`src/rtl/writeback_unit.sv`:
```
// Writeback stage: in-order result FIFO draining up to two entries per cycle.
// Optional WB_PENDING_EN adds a per-register outstanding-write mask.
module writeback_unit #(
   parameter int DEPTH  = 4,
   parameter int DATA_W = 16,
   parameter int ADDR_W = 3
) (
   input  logic              clk,
   input  logic              rst,
   input  logic              alu_valid,
   output logic              alu_ready,
   input  logic [ADDR_W-1:0] alu_addr,
   input  logic [DATA_W-1:0] alu_data,
   input  logic              mem_valid,
   output logic              mem_ready,
   input  logic [ADDR_W-1:0] mem_addr,
   input  logic [DATA_W-1:0] mem_data,
   output logic [1:0]        write_en,
   output logic [ADDR_W-1:0] reg_write_addr_0,
   output logic [ADDR_W-1:0] reg_write_addr_1,
   output logic [DATA_W-1:0] data_in_0,
   output logic [DATA_W-1:0] data_in_1
`ifdef WB_PENDING_EN
   ,
   output logic [7:0]        pending
`endif
);

   localparam int PW = $clog2(DEPTH);
   localparam int CW = PW + 1;
   localparam logic [CW-1:0] LIM_A = CW'(DEPTH - 1);
   localparam logic [CW-1:0] LIM_M = CW'(DEPTH - 2);

   typedef struct packed {
      logic [ADDR_W-1:0] addr;
      logic [DATA_W-1:0] data;
   } ent_t;

   ent_t          fifo_q [DEPTH];
   ent_t          fifo_d [DEPTH];
   logic [PW-1:0] rd_q, rd_d, wr_q, wr_d, wr1;
   logic [CW-1:0] cnt_q, cnt_d;
   logic [1:0]    we_q, we_d;
   ent_t          p0_q, p0_d, p1_q, p1_d;
   ent_t          h0, h1;
   logic          alu_push, mem_push;
   logic [1:0]    n_pop;

   // Ready uses only the registered count; same-cycle drains earn no credit.
   assign alu_ready = (cnt_q <= LIM_A);
   assign mem_ready = (cnt_q <= LIM_M);

   always_comb begin
      fifo_d   = fifo_q;
      p0_d     = p0_q;
      p1_d     = p1_q;
      we_d     = 2'b00;
      alu_push = alu_valid && alu_ready;
      mem_push = mem_valid && mem_ready;
      n_pop    = (cnt_q >= CW'(2)) ? 2'd2 : cnt_q[1:0];
      h0       = fifo_q[rd_q];
      h1       = fifo_q[rd_q + PW'(1)];
      unique case (n_pop)
         2'd1: begin
            we_d = 2'b01;
            p0_d = h0;
         end
         2'd2: begin
            p0_d = h0;
            p1_d = h1;
            we_d = (h0.addr == h1.addr) ? 2'b10 : 2'b11;
         end
         default: we_d = 2'b00;
      endcase
      rd_d = rd_q + PW'(n_pop);
      wr1  = wr_q + PW'(alu_push);
      if (alu_push) fifo_d[wr_q] = '{addr: alu_addr, data: alu_data};
      if (mem_push) fifo_d[wr1]  = '{addr: mem_addr, data: mem_data};
      wr_d  = wr1 + PW'(mem_push);
      cnt_d = cnt_q + CW'(alu_push) + CW'(mem_push) - CW'(n_pop);
   end

   always_ff @(posedge clk or posedge rst) begin
      if (rst) begin
         for (int i = 0; i < DEPTH; i++) fifo_q[i] <= '0;
         rd_q  <= '0;
         wr_q  <= '0;
         cnt_q <= '0;
         we_q  <= 2'b00;
         p0_q  <= '0;
         p1_q  <= '0;
      end else begin
         fifo_q <= fifo_d;
         rd_q   <= rd_d;
         wr_q   <= wr_d;
         cnt_q  <= cnt_d;
         we_q   <= we_d;
         p0_q   <= p0_d;
         p1_q   <= p1_d;
      end
   end

   assign write_en         = we_q;
   assign reg_write_addr_0 = p0_q.addr;
   assign reg_write_addr_1 = p1_q.addr;
   assign data_in_0        = p0_q.data;
   assign data_in_1        = p1_q.data;

`ifdef WB_PENDING_EN
   logic [7:0]    pend;
   logic [PW-1:0] off;

   always_comb begin
      pend = '0;
      off  = '0;
      for (int i = 0; i < DEPTH; i++) begin
         off = PW'(i) - rd_q;
         if (CW'(off) < cnt_q) pend[fifo_q[i].addr] = 1'b1;
      end
      if (we_q[0]) pend[p0_q.addr] = 1'b1;
      if (we_q[1]) pend[p1_q.addr] = 1'b1;
   end

   assign pending = pend;
`endif

endmodule

```
`config.mk`:
```
export PLATFORM = sky130hd
export DESIGN_NAME = writeback_unit
export DESIGN_NICKNAME = d
export VERILOG_FILES = /design/src/rtl/writeback_unit.sv
export SDC_FILE = /design/constraint.sdc
export NUM_CORES = 1
export LEC_CHECK = 0
export ABC_AREA = 1
export CAP_MARGIN = 20
export CORE_MARGIN = 5
export CORE_UTILIZATION = 55
export DETAILED_ROUTE_END_ITERATION = 12
export PLACE_DENSITY = 0.79
export SLEW_MARGIN = 20
export SYNTH_ARGS = -nofsm -noshare
export SYNTH_HDL_FRONTEND = slang
export SYNTH_SLANG_ARGS = --single-unit
```
`constraint.sdc`:
```
create_clock -name clk -period 4.9 [get_ports clk]
set_input_delay 0.49 -clock clk [delete_from_list [all_inputs] [get_ports clk]]
set_output_delay 0.49 -clock clk [all_outputs]
set_load 0.005 [all_outputs]
```
# --- Yosys cells after proc, flatten, opt, wreduce, memory -nomap -nowiden ---
# Index checks and enable logic that the tools add are counted.
classes:
  n_addsub: 7
  n_mul: 0
  div: 0
  order_cmp: 9
  eq_ne: 3
  n_shift: 0
  n_mux: 17
  n_bitwise: 4
  n_reduce_logical: 5
ops:
  columns: ["operator", "n"]
  rows:
  - ["76-bit bitwise mux", 2]
  - ["76-bit 2-to-1 mux", 2]
  - ["19-bit 2-to-1 mux", 6]
  - ["19-bit binary-select mux with 2-bit select", 2]
  - ["19-bit demux with 2-bit select", 2]
  - ["3-bit greater-or-equal comparator (second input constant)", 4]
  - ["2-bit inverter with 3-bit output", 4]
  - ["3-bit by 1-bit adder with 3-bit output", 2]
  - ["3-bit by 2-bit less-or-equal comparator with 1-bit output (second input constant)", 2]
  - ["3-bit by 1-bit < comparator with 1-bit output (second input constant)", 2]
  - ["2-bit by 1-bit adder with 2-bit output", 2]
  - ["1-bit logical AND", 4]
  - ["2-bit case mux with 2 select lines", 1]
  - ["3-bit == test", 1]
  - ["3-bit by 2-bit greater-or-equal comparator with 1-bit output (second input constant)", 1]
  - ["3-bit by 2-bit subtractor with 3-bit output", 1]
  - ["2-bit by 1-bit adder with 2-bit output (second input constant)", 1]
  - ["2-bit adder", 1]
  - ["2-bit by 1-bit == test with 1-bit output (second input constant)", 1]
  - ["2-bit == test (second input constant)", 1]
  - ["2-bit 2-to-1 mux", 1]
  - ["2-bit OR reduction", 1]
  - ["1-bit 2-to-1 mux", 1]
totals:
  register_bits: 123
  latch_bits: 0
  ram_bits: 0
  mem_bits_ro: 0
  in_bits: 42
  output_inout_bits: 42
  word_cells: 61
  mem_count: 0

# --- Depth between registers and ports, before layout ---
# Gate-level depths: netlist (run 1).
depth:
  depth_word: 10
  depth_mapped: 12
  depth_no_buf: 10

# --- Worst setup path before layout (run 1) ---
# No wires, ideal clock.
synth_path:
  kind: "input to register"
  startpoint: "input alu_valid"
  endpoint: "register cnt_q[2]"
  setup_ps: 128
  arrival_ps: 1878
  required_time_ps: 4772
  setup_slack_ps: 2894
  path_stages: 8
  n_path_buf: 0
  cell_sequence: "inv_1 > nor2_4 > inv_1 > ha_1 > inv_1 > fa_1 > fa_1 > xnor2_1"
synth_via:
  elab_chain_cells: 4
synth_rtl:
  columns: ["element", "line_no", "rtl"]
  rows:
  - ["from (decl)", "10", "input logic alu_valid,"]
  - ["1-bit logical AND", "58", "alu_push = alu_valid && alu_ready;"]
  - ["3-bit by 1-bit adder with 3-bit output (2 in a row)", "80", "cnt_d = cnt_q + CW'(alu_push) + CW'(mem_push) - CW'(n_pop);"]
  - ["3-bit by 2-bit subtractor with 3-bit output", "80", null]
  - ["named net cnt_d[2]", "42", "logic [CW-1:0] cnt_q, cnt_d;"]
  - ["to (signal assigned)", "96", "cnt_q <= cnt_d;"]
  - ["to (decl)", "42", null]
# The timed path passes the listed nets, and every way through them passes these cells.
# A chain may end at the register's enable or synchronous reset.

# --- Worst setup path in the final report (run 1) ---
layout_path:
  startpoint: "register rd_q[1]"
  endpoint: "register p1_q, in the netlist data_in_1[0]"
layout_via:
  elab_chain_cells: 5
layout_rtl:
  columns: ["element", "line_no", "rtl"]
  rows:
  - ["from (decl)", "41", "logic [PW-1:0] rd_q, rd_d, wr_q, wr_d, wr1;"]
  - ["from (signal assigned)", "94", "rd_q <= rd_d;"]
  - ["2-bit by 1-bit adder with 2-bit output", "62", "h1 = fifo_q[rd_q + PW'(1)];"]
  - ["2-bit inverter with 3-bit output (not written as such)", "62", null]
  - ["19-bit binary-select mux with 2-bit select", "62", null]
  - ["19-bit 2-to-1 mux (not written as such) (2 in a row)", "62", null]
  - ["to (signal assigned)", "99", "p1_q <= p1_d;"]
  - ["to (decl)", "44", "ent_t p0_q, p0_d, p1_q, p1_d;"]
# No other way between the ends. The select of a mux whose other input is x is not followed.

==> run_results.csv, run 1 <==
group,metric,value,unit
global_route,grt_pass1_vias,5617,
floorplan,core,12100,um2
routing,viasPerCell,5.48,
power,p_leak,3.85,nW
clock_tree,cts_buffers,17,
floorplan,die_h,121,um
routing,routed-via-count,6202,
floorplan,die-area,14600,um2
finish,final_core_util,67.6,%
worst_setup_path,crit_type,"register to register",
power,power_density,776,nW/um2
routing,routed_wl,18700,um
yosys,synth-seq-cells,123,
clock_tree,clock_sinks,123,
timing,finalCriticalPeriod,2.67,ns
yosys,seq_area_frac_synth,45.4,%
power,pwr-share-clk,22.0,%
finish,final_cell_mix,"nand2_1, o21ai_0, dfrtp_1",
routing,routedWlPerCell,16.6,um
yosys,synthesis.area,6780,um2
routing,first_pass_iters,6,
clock_tree,post_cts_buffers,0,
timing,setup_tns,0,ns
clock_tree,cts_buffer_depth,2,
global_route,antenna_found_initial,0,
global_route,grt_overflow,0,
yosys,async_flop_share,100,%
worst_setup_path,path_max_fanout,40,
finish,synthToLayoutAreaGrowth,20.3,%
timing,rsz0062_at_grt,"no",
finish,finalNetCount,1000,
floorplan,rows,40,
timing,relSlewSlack,45.5,%
timing,setup_violations,0,
yosys,synth_edf_count,0,
placement,port_buffers,83,
power,seqPwrFrac,30.6,%
floorplan,initial_core_util,56.2,%
finish,drive_gt1_share,6.75,%
placement,gp_congestion,0.826,
yosys,synth_cell_types,30,
power,p_int,3.66,mW
clock_tree,postCtsHoldBufs,0,
routing,drt_iter0_markers,825,
finish,n_antenna_cell,0,
timing,drv_slew,0,
timing,max_freq,0.375,GHz
clock_tree,ctsHtreeMaxLevel,4,
yosys,syn_area_per_cell,7.57,um2
power,ir_drop,368,uV
worst_setup_path,arrival,3.00,ns
power,p_switching,2.67,mW
power,p_sw_share,42.2,%
yosys,synthCells,895,
clock_tree,cts_resized,0,
placement,dp_hpwl,11700,um
worst_setup_path,worst_setup_path_end_kind,"register",
clock_tree,worstSkewPairLatency,0.42,ns
timing,finClkSkew,0.00716,ns
yosys,synth_ff_type,"dfrtp_1",
routing,ant_nets,0,
floorplan,die_w,121,um
power,p_comb_share,47.5,%
clock_tree,clk_pin_slew,0.06,ns
floorplan,ioPinCount,84,
timing,finalHoldViolations,0,
run_status,status,"finished, final reports clean",
finish,final_common_cell,"nand2_1",
routing,route.detailed.drc,0,
clock_tree,cts-root-buf,"clkbuf_16",
yosys,ys_warn_count,0,
yosys,synth_fp_nets,945,
global_route,track_usage,26.3,%
flow_run,drv_cap,0,
worst_hold_path,hold_path_class,"register to register",
global_route,grt_pass1_wl,29800,um
worst_setup_path,required,5.24,ns
timing,period_share,54.5,%
global_route,grt_max_degree,57,
clock_tree,cts_tree,"done",
timing,worst_pin_slew,0.817,ns
worst_setup_path,startpoint_type,"register",
routing by layer:
layer / wire [um] / global-route usage, % / up-vias / part of all wire, %
met5: 0 / 0 / - / 0
met2: 8360 / 40.2 / 310 / 45
met3: 1790 / 6.57 / 41 / 9.5
met1: 8240 / 36.9 / 2816 / 44
li1: - / - / 3035 / -
met4: 356 / 8.43 / 0 / 1.9
cell families (layout without fill, tap and decap cells):
| logic type | count (synthesis) | in the layout | share of synthesized area (%) |
|---|---|---|---|
| AOI/OAI and AO/OA | 272 | 272 | 21.5 |
| buffers and inverters | 134 | 202 | 10.4 |
| DFF | 123 | 123 | 45.4 |
| and+or+nand+nor | 353 | 353 | 20.3 |
| adders and majority gates | 8 | 8 | 1.70 |
| xor gates and xnor gates | 5 | 5 | 0.757 |
power groups by stage:
stage	Combinational, mW	Sequential (mW)	Clock [mW]
2_1_floorplan	2.09	1.83	0
3_3_place_gp	2.82	1.91	0
3_5_place_dp	2.91	1.92	0
4_1_cts	2.95	1.91	1.40
5_1_grt	3.39	1.99	1.44
6_report	3.00	1.93	1.39
path summary, 6_finish.rpt:
kind	start	to	slack [ns]	depth (start not counted)
max	rd_q[1]	data_in_1[0]	2.23	6
min	reg_write_addr_0[2]	reg_write_addr_0[2]	0.48	2
max reg2reg	rd_q[1]	data_in_1[0]	2.23	6
min reg2reg	reg_write_addr_0[2]	reg_write_addr_0[2]	0.48	2
max in group asynchronous	rst	fifo_q[67]	3.43	3
min in group asynchronous	rst	rd_q[1]	0.52	2
Yosys cell counts, types with 2 or more instances:
cell type | instances | area (um2)
a21oi_1 | 29 | 145
a31oi_1 | 31 | 194
buf_1 | 3 | 11.3
buf_2 | 11 | 55.1
buf_4 | 3 | 22.5
buf_6 | 23 | 259
clkbuf_1 | 17 | 63.8
dfrtp_1 | 123 | 3080
fa_1 | 2 | 40.0
ha_1 | 6 | 75.1
inv_1 | 74 | 278
nand2_1 | 263 | 987
nand2_2 | 4 | 25.0
nand3_1 | 13 | 65.1
nor2_1 | 68 | 255
nor2_2 | 2 | 12.5
o211ai_1 | 8 | 60.1
o21ai_0 | 151 | 756
o21ai_1 | 44 | 220
o21ai_2 | 8 | 70.1
xnor2_1 | 3 | 26.3
state kept, by name, indices dropped and copies added, names as in the netlist:
signal            cells
data_in_0            16
cnt_q                 3
reg_write_addr_0      3
data_in_1            16
reg_write_addr_1      3
wr_q                  2
write_en              2
fifo_q               76
rd_q                  2
worst max-delay path, stage by stage (launching register included):
cell and delay [ns]:
dfrtp_1 0.37, buf_4 0.28, inv_2 0.47, nand2_2 0.41, inv_1 0.70, a21oi_1 0.14, a21oi_1 0.19
cell type report:
class	instances	area, um2
fill	978	3910
sequential	123	3080
multi-input combinational	638	2990
timing repair buffer	94	921
clock buffer	18	439
inverter	76	290
clock inverter	14	219
tap	168	210
stage by stage:
stage	hold slack (ns)	power (mW)	cells	area, um2	setup slack [ns]
5_1_grt	0.550	6.81	1131	8150	2.08
6_report	0.482	6.32	1131	8150	2.23
3_5_place_dp	0.474	4.83	1098	7480	2.30
2_1_floorplan	0.476	3.92	895	6780	1.14
3_3_place_gp	0.465	4.73	1098	7480	2.37
4_1_cts	0.488	6.26	1130	8140	2.33
(Power assumes the default switching activity.)
==> inputs of run 2 (changes only) <==
--- a/config.mk
+++ b/config.mk
@@ -8,9 +8,9 @@
 export ABC_AREA = 1
 export CAP_MARGIN = 20
 export CORE_MARGIN = 5
-export CORE_UTILIZATION = 55
+export CORE_UTILIZATION = 51
 export DETAILED_ROUTE_END_ITERATION = 12
-export PLACE_DENSITY = 0.79
+export PLACE_DENSITY = 0.77
 export SLEW_MARGIN = 20
 export SYNTH_ARGS = -nofsm -noshare
 export SYNTH_HDL_FRONTEND = slang
==> constraint.sdc (replaced) <==
create_clock -name clk -period 2.3 [get_ports clk]
set_input_delay 0.23 -clock clk [delete_from_list [all_inputs] [get_ports clk]]
set_output_delay 0.23 -clock clk [all_outputs]
set_load 0.005 [all_outputs]
==> run 2 against run 1 <==
Net effect: largest power group unchanged; first-iteration DRC count decreased by 4.7%; highest routed layer unchanged; cell count increased by 1.6%; register-to-register slack got worse by 2.0 ns; clock skew about the same; cell area increased by 3.2%; global-route usage decreased by 2.1 points; critical endpoint is now cnt_q[2]; setup slack got worse by 2.0 ns.
==> run_results.csv, run 2 (synthesis gave the netlist of run 1 again) <==
group,metric,value,unit
clock_tree,post_cts_buffers,0,
floorplan,die_w,125,um
finish,final_common_cell,"nand2_1",
floorplan,die-area,15700,um2
power,power_density,1640,nW/um2
timing,worst_pin_slew,0.757,ns
global_route,antenna_found_initial,0,
floorplan,die_h,125,um
finish,registers.top_by_ff_count,"fifo_q",
global_route,grt_pass1_vias,5858,
clock_tree,cts_tree,"done",
finish,register_area,3080,um2
worst_setup_path,path_max_fanout,5,
clock_tree,postCtsHoldBufs,0,
clock_tree,cts_resized,0,
worst_setup_path,arrival,2.41,ns
power,p_leak,3.98,nW
worst_setup_path,startpoint_type,"register",
timing,setup_violations,0,
finish,final_cell_mix,"nand2_1, o21ai_0, dfrtp_1",
timing,relSlewSlack,49.4,%
finish,fill_cells,1151,
routing,route.detailed.drc,0,
timing,max_freq,0.473,GHz
global_route,grt_pass1_wl,30400,um
finish,n_antenna_cell,0,
routing,routed-via-count,6264,
global_route,grt_max_degree,56,
timing,holdWs,0.296,ns
finish,finalNetCount,1011,
placement,dp_hpwl,12300,um
finish,largest_register_ff_count,76,
floorplan,initial_core_util,51.6,%
clock_tree,worstSkewPairLatency,0.42,ns
routing,routedWlPerCell,16.4,um
worst_setup_path,worst_setup_path_end_kind,"register",
timing,finalCriticalPeriod,2.11,ns
timing,finalHoldViolations,0,
finish,drive_gt1_share,7.71,%
worst_setup_path,required,2.59,ns
clock_tree,cts-root-buf,"clkbuf_16",
finish,synthToLayoutAreaGrowth,24.2,%
flow_run,drv_cap,0,
worst_hold_path,hold_path_class,"primary input to asynchronous set/reset pin",
routing,routed_wl,18900,um
timing,rsz0062_at_grt,"no",
clock_tree,cts_buffers,17,
clock_tree,clock_sinks,123,
timing,setup_tns,0,ns
floorplan,core,13100,um2
power,ir_drop,844,uV
clock_tree,cts_buffer_depth,2,
clock_tree,clk_pin_slew,0.05,ns
timing,finClkSkew,0.00696,ns
clock_tree,ctsHtreeMaxLevel,4,
routing,ant_nets,0,
floorplan,rows,42,
routing,viasPerCell,5.45,
placement,gp_congestion,0.866,
floorplan,ioPinCount,84,
global_route,grt_overflow,0,
run_status,status,"finished, final reports clean",
global_route,track_usage,24.2,%
timing,drv_slew,0,
finish,multi_input_area,2990,um2
routing,drt_iter0_markers,786,
timing,period_share,91.9,%
routing,first_pass_iters,5,
placement,port_buffers,83,
worst_setup_path,crit_type,"register to register",
-- run 2: cell types whose count changed in the layout (fill, tap and decap cells not counted) --
cell	before	now
buf_12	0	13
clkinv_4	4	1
clkbuf_8	1	2
inv_4	2	1
clkinv_2	2	3
buf_4	10	9
buf_8	1	0
bufinv_16	5	6
inv_6	1	0
clkinvlp_4	2	3
-- run 2: worst max-delay path, cell delays in order, from the launching register on --
cell and delay (ns):
dfrtp_1 0.47, nor2_1 0.12, nand2_1 0.10, inv_1 0.08, ha_1 0.28, inv_1 0.05, fa_1 0.38, fa_1 0.39
xnor2_1 0.13
-- run 2: final timing paths --
path | slack [ns] | cells past startpoint | endpoint | startpoint
max in group asynchronous | 1.28 | 3 | data_in_0[13] | rst
max reg2reg | 0.19 | 8 | cnt_q[2] | cnt_q[2]
min in group clk | 0.43 | 3 | fifo_q[40] | mem_data[2]
min | 0.30 | 2 | write_en[1] | rst
max | 0.19 | 8 | cnt_q[2] | cnt_q[2]
min reg2reg | 0.48 | 2 | reg_write_addr_0[2] | reg_write_addr_0[2]
-- run 2: per-layer routing --
layer / vias up / GRT usage (%) / part of all wire [%]
li1: 3054 / - / -
met1: 2850 / 34.1 / 43
met2: 324 / 36.7 / 45
met3: 36 / 6.65 / 11
met4: 0 / 7.78 / 1.8
met5: - / 0 / 0
-- run 2: through the flow --
stage                     power, mW  utilization, %  cells  cell area [um2]  setup slack, ns
final                          13.8            64.0   1149             8410            0.187
after global routing           14.8            64.0   1149             8410           0.0633
after CTS                      13.7            64.0   1149             8410            0.177
after detailed placement       10.6            58.9   1118             7740           0.0804
after global placement         10.4            58.9   1118             7740            0.108
after floorplan                8.35               -    895             6780            0.332
-- run 2: final cells by class --
cell class / instances / share of cell area [%]
Sequential cell: 123 / 36.6
Timing Repair Buffer: 105 / 13.8
Clock buffer: 19 / 5.38
Inverter: 76 / 3.47
Multi-Input combinational cell: 638 / 35.6
Tap cell: 176 / 2.62
Clock inverter: 12 / 2.60
-- run 2: where the power goes --
part           leakage (nW)  internal (mW)  switching, mW
clock network         0.325           2.08          0.958
registers              1.51           3.29          0.856
logic                  2.14           2.75           3.84
total                  3.98           8.11           5.65
==> inputs of run 3 (changes only) <==
--- a/config.mk
+++ b/config.mk
@@ -11,7 +11,6 @@
 export CORE_UTILIZATION = 51
 export DETAILED_ROUTE_END_ITERATION = 12
 export PLACE_DENSITY = 0.77
-export SLEW_MARGIN = 20
 export SYNTH_ARGS = -nofsm -noshare
 export SYNTH_HDL_FRONTEND = slang
 export SYNTH_SLANG_ARGS = --single-unit
==> results of run 3 <==
No change in the layout: final DEF, timing and power equal those of run 2.
